File: config.mk
export PLATFORM = sky130hd
export DESIGN_NAME = matrix_bus
export DESIGN_NICKNAME = d
export VERILOG_FILES = /design/src/rtl/matrix_bus.sv
export SDC_FILE = /design/constraint.sdc
export NUM_CORES = 1
export LEC_CHECK = 0
export ABC_CLOCK_PERIOD_IN_PS = 2200
export BUFFER_PORTS_ARGS = -buffer_cell sky130_fd_sc_hd__buf_2
export CAP_MARGIN = 20
export CORE_AREA = 4 4 85 87
export CTS_BUF_LIST = sky130_fd_sc_hd__clkbuf_4 sky130_fd_sc_hd__clkbuf_8 sky130_fd_sc_hd__clkbuf_16
export CTS_CLUSTER_SIZE = 10
export DETAILED_ROUTE_END_ITERATION = 16
export DIE_AREA = 0 0 89 91
export GPL_TIMING_DRIVEN = 0
export PLACE_DENSITY = 0.69
export SLEW_MARGIN = 20
export SYNTH_ARGS = -nofsm -noshare
export SYNTH_HDL_FRONTEND = slang
export SYNTH_SLANG_ARGS = --single-unit
File: constraint.sdc
create_clock -name clk -period 2.2 [get_ports clk]
set_input_delay 0.22 -clock clk [delete_from_list [all_inputs] [get_ports clk]]
set_output_delay 0.22 -clock clk [all_outputs]
set_load 0.005 [all_outputs]
File: src/rtl/matrix_bus.sv
// matrix_bus: two-master / two-slave fabric for the matrix accelerator.
// M1 keeps the bus for as long as it requests it. M0 gets the bus back
// once M1 stops requesting. The owner's address is decoded into one of
// two 32-word slave windows. Read data comes back through a registered
// path: the slave is selected in the address cycle, its data is valid one
// cycle later, and that data reaches M_din on the following edge.
module matrix_bus #(
    parameter int unsigned       ADDR_W  = 8,
    parameter int unsigned       DATA_W  = 32,
    parameter logic [ADDR_W-1:0] S0_BASE = 8'h00,
    parameter logic [ADDR_W-1:0] S1_BASE = 8'h20
) (
    input  logic              clk,
    input  logic              reset_n,
    input  logic              M0_req,
    input  logic              M0_wr,
    input  logic [ADDR_W-1:0] M0_address,
    input  logic [DATA_W-1:0] M0_dout,
    input  logic              M1_req,
    input  logic              M1_wr,
    input  logic [ADDR_W-1:0] M1_address,
    input  logic [DATA_W-1:0] M1_dout,
    output logic              M0_grant,
    output logic              M1_grant,
    output logic [DATA_W-1:0] M_din,
    output logic              S0_sel,
    output logic              S1_sel,
    output logic              S_wr,
    output logic [ADDR_W-1:0] S_address,
    output logic [DATA_W-1:0] S_din,
    input  logic [DATA_W-1:0] S0_dout,
    input  logic [DATA_W-1:0] S1_dout
);

    typedef enum logic {GNT0, GNT1} state_t;
    typedef enum logic [1:0] {RSEL_NONE, RSEL_S0, RSEL_S1} rsel_t;

    state_t state, state_next;
    rsel_t  rsel, rsel_next;

    logic              req_o;
    logic              wr_o;
    logic [ADDR_W-1:0] addr_o;
    logic [DATA_W-1:0] data_o;

    // The comparison is done one bit wider than the address, so a window
    // that ends at the top of the address space does not wrap around.
    function automatic logic in_window(input logic [ADDR_W-1:0] addr,
                                       input logic [ADDR_W-1:0] base);
        logic [ADDR_W:0] a, lo, hi;
        a  = {1'b0, addr};
        lo = {1'b0, base};
        hi = lo + (ADDR_W+1)'(31);
        return (a >= lo) && (a <= hi);
    endfunction

    // Arbiter state register
    always_ff @(posedge clk) begin
        if (!reset_n) state <= GNT0;
        else          state <= state_next;
    end

    // Arbiter next state: M1 holds the bus while it requests it. M0 has priority while it owns the bus.
    always_comb begin
        state_next = state;
        unique case (state)
            GNT0: if (!M0_req && M1_req) state_next = GNT1;
            GNT1: if (!M1_req)           state_next = GNT0;
            default:                     state_next = GNT0;
        endcase
    end

    // Moore grant outputs
    always_comb begin
        M0_grant = (state == GNT0);
        M1_grant = (state == GNT1);
    end

    // Owner mux, address decode and slave-side drive
    always_comb begin
        req_o  = (state == GNT1) ? M1_req     : M0_req;
        wr_o   = (state == GNT1) ? M1_wr      : M0_wr;
        addr_o = (state == GNT1) ? M1_address : M0_address;
        data_o = (state == GNT1) ? M1_dout    : M0_dout;

        S0_sel    = req_o && in_window(addr_o, S0_BASE);
        S1_sel    = req_o && in_window(addr_o, S1_BASE);
        S_wr      = wr_o && req_o && (S0_sel || S1_sel);
        S_address = addr_o;
        S_din     = data_o;

        rsel_next = RSEL_NONE;
        if (S0_sel && !wr_o)      rsel_next = RSEL_S0;
        else if (S1_sel && !wr_o) rsel_next = RSEL_S1;
    end

    // Read path: rsel records which slave was read. On the next edge, that slave's data is loaded into M_din.
    always_ff @(posedge clk) begin
        if (!reset_n) begin
            rsel  <= RSEL_NONE;
            M_din <= '0;
        end else begin
            rsel <= rsel_next;
            unique case (rsel)
                RSEL_S0: M_din <= S0_dout;
                RSEL_S1: M_din <= S1_dout;
                default: M_din <= '0;
            endcase
        end
    end

endmodule
==> results.tsv <==
stage	metric	value	unit
routing	routed-via-count	2200	
yosys	async_flop_share	0	
finish	syn2layout_area_growth	78.2	%
routing	drt-initial-drc-count	52	
yosys	synthCells	171	
clock_network	postCtsHoldBufs	0	
finish	final_nets	556	
run_status	outcome	complete, no violations	
floorplan	initial_core_util	0.270	
setup_path	path_class	flop to primary output	
flow_run	maxCapViolations	0	
routing	viasPerCell	4.56	
clock_network	cts_tree	yes	
timing	hold_ws	0.125	ns
timing	setup_violations	0	
setup_path	cp-end-kind	primary output	
placed_design	gp_congestion	0.768	
timing	period_share	0.887	
yosys	ys_warn_count	0	
yosys	synth_area_per_cell	10.0	um^2
timing	slew_violations	0	
placed_design	port_buffers	226	
clock_network	cts_buffers	5	
yosys	netlist_area	1710	um^2
setup_path	crit_buf_inv	2	
grt	overflow	0	
finish	layoutNonFillerInstCount	482	
finish	layout_common_cells	buf_2, mux2_2, dfxtp_1	
clock_network	post_cts_resize_count	0	
finish	multi_input_area	933	um^2
yosys	synth_cell_types	18	
finish	diodes	0	
timing	rsz0062_at_grt	no	
finish	layout-drive-gt1-share	0.686	
timing	final_hold_viol_count	0	
routing	antenna_left	0	
timing	clock-skew-final	0.00567	ns
grt	grt_max_degree	13	
yosys	ys_seq_area_frac	0.409	
routing	route.detailed.drc	0	
setup_path	critPathTopFamily	simple AND/OR/NAND/NOR gates	
setup_path	path_cells	buf_6 -> or4b_4 -> a21boi_0 -> buf_2	
yosys	yosys_most_used_dff	dfxtp_1	
finish	nFillCells	617	
setup_path	crit_slowest_cell	or4b_4	
pwr	ir_drop	0.280	mV
grt	grt_pass1_vias	2185	
clock_network	cts_buffer_depth	2	
floorplan	dieHeight	91	um
floorplan	num_rows	29	
finish	post-route-util	0.481	
timing	min_period	1.95	ns
clock_network	cts_sinks	35	
setup_path	critical_path_required	1.98	ns
setup_path	crit_fanout	8	
placed_design	place_hpwl	6120	um
setup_path	start_kind	flop	
clock_network	htree_levels	2	
timing	fin_ws	0.248	ns
timing	fin_setup_tns	0	ns
pwr	power_leakage	1.52	nW
floorplan	coreArea	6350	um^2
grt	antenna_found_initial	0	
clock_network	clock_latency	0.28	ns
routing	post_drt_wl_per_cell	14.5	um
timing	max_slew_margin	0.658	
yosys	synth_edf_count	0	
clock_network	post_cts_buffers	0	
setup_path	cp.arrival	1.73	ns
grt	grt_pass1_wl	10300	um
floorplan	io_pins	227	
routing	wl	7010	um
finish	seq_area	701	um^2
floorplan	fp.dieArea	8100	um^2
clock_network	clk_pin_slew	0.08	ns
grt	track_usage	0.162	
min_path	hp-class	input port to flop	
routing	first_pass_iters	4	
timing	max_freq	512	MHz
yosys	synth_nets	323	
floorplan	die_w	89	um
yosys	ys_ff_latch	35	
clock_network	root_buffer	clkbuf_8	
finish	mostFrequentLayoutCell	buf_2	
setup_path	crit_path_max_incr_delay	0.58	ns
placed_design	place_ws	0.536	ns
timing	tightest_slew	0.513	ns
placed_design	dp_cells	474	
pwr	p_per_area	496	nW/um^2
## sequential cells by signal, indices dropped and copies added (netlist names)
signal,cells
rsel,2
M1_grant,1
M_din,32
## path summary, 6_finish.rpt
kind | startpoint | to | slack (ns) | cells past startpoint
max | M1_grant$_SDFF_PN0_ | S_wr | 0.25 | 4
min | M0_req | M1_grant$_SDFF_PN0_ | 0.13 | 2
max reg2reg | M1_grant$_SDFF_PN0_ | rsel[1]$_SDFF_PP0_ | 0.69 | 3
min reg2reg | M1_grant$_SDFF_PN0_ | rsel[0]$_SDFF_PN0_ | 0.77 | 3
## layout make-up
cell class / count / area share
plain buffers: 14 / 0.0197
clock buffers: 5 / 0.0225
clock inverters: 3 / 0.0143
repair buffers: 226 / 0.370
multi-input cells: 117 / 0.306
flip-flops and latches: 35 / 0.230
inverters: 5 / 0.00615
well taps: 77 / 0.0316
## power by group
| part | switching (mW) | leakage (nW) | internal (mW) |
|---|---|---|---|
| logic | 0.115 | 1.18 | 0.191 |
| clock network | 0.235 | 0.0581 | 0.337 |
| registers | 0.000838 | 0.282 | 0.635 |
## through the flow
stage | power (mW) | cell area [um^2]
finish | 1.51 | 3050
global route | 1.58 | 3050
CTS | 1.54 | 3050
detailed placement | 0.959 | 2940
global placement | 0.953 | 2940
floorplan | 0.758 | 1710
## metal layers
layer,part of all wire,global-route usage
met1,0.34,0.164
met2,0.54,0.311
met3,0.11,0.0434
met4,0.011,0.0484
met5,0,0
## synthesized netlist by cell type, types with 2 or more instances
cell | n | area [um^2]
mux2_2 | 40 | 450
ha_1 | 2 | 25.0
dfxtp_1 | 35 | 701
buf_1 | 3 | 11.3
clkbuf_1 | 10 | 37.5
nor2_1 | 32 | 120
a21oi_1 | 3 | 15.0
a22oi_1 | 32 | 240
a2111oi_2 | 2 | 30.0
inv_1 | 4 | 15.0
## kinds of logic (layout without fill, tap and decap cells)
logic type,count (synthesis),after routing,synth area share
adders and majority gates,2,2,0.0146
muxes,41,41,0.269
AOI/OAI and AO/OA,38,38,0.171
DFF,35,35,0.409
and+or+nand+nor,36,36,0.0906
buffers and inverters,19,253,0.0460
Power figures use the tool's default switching activity.
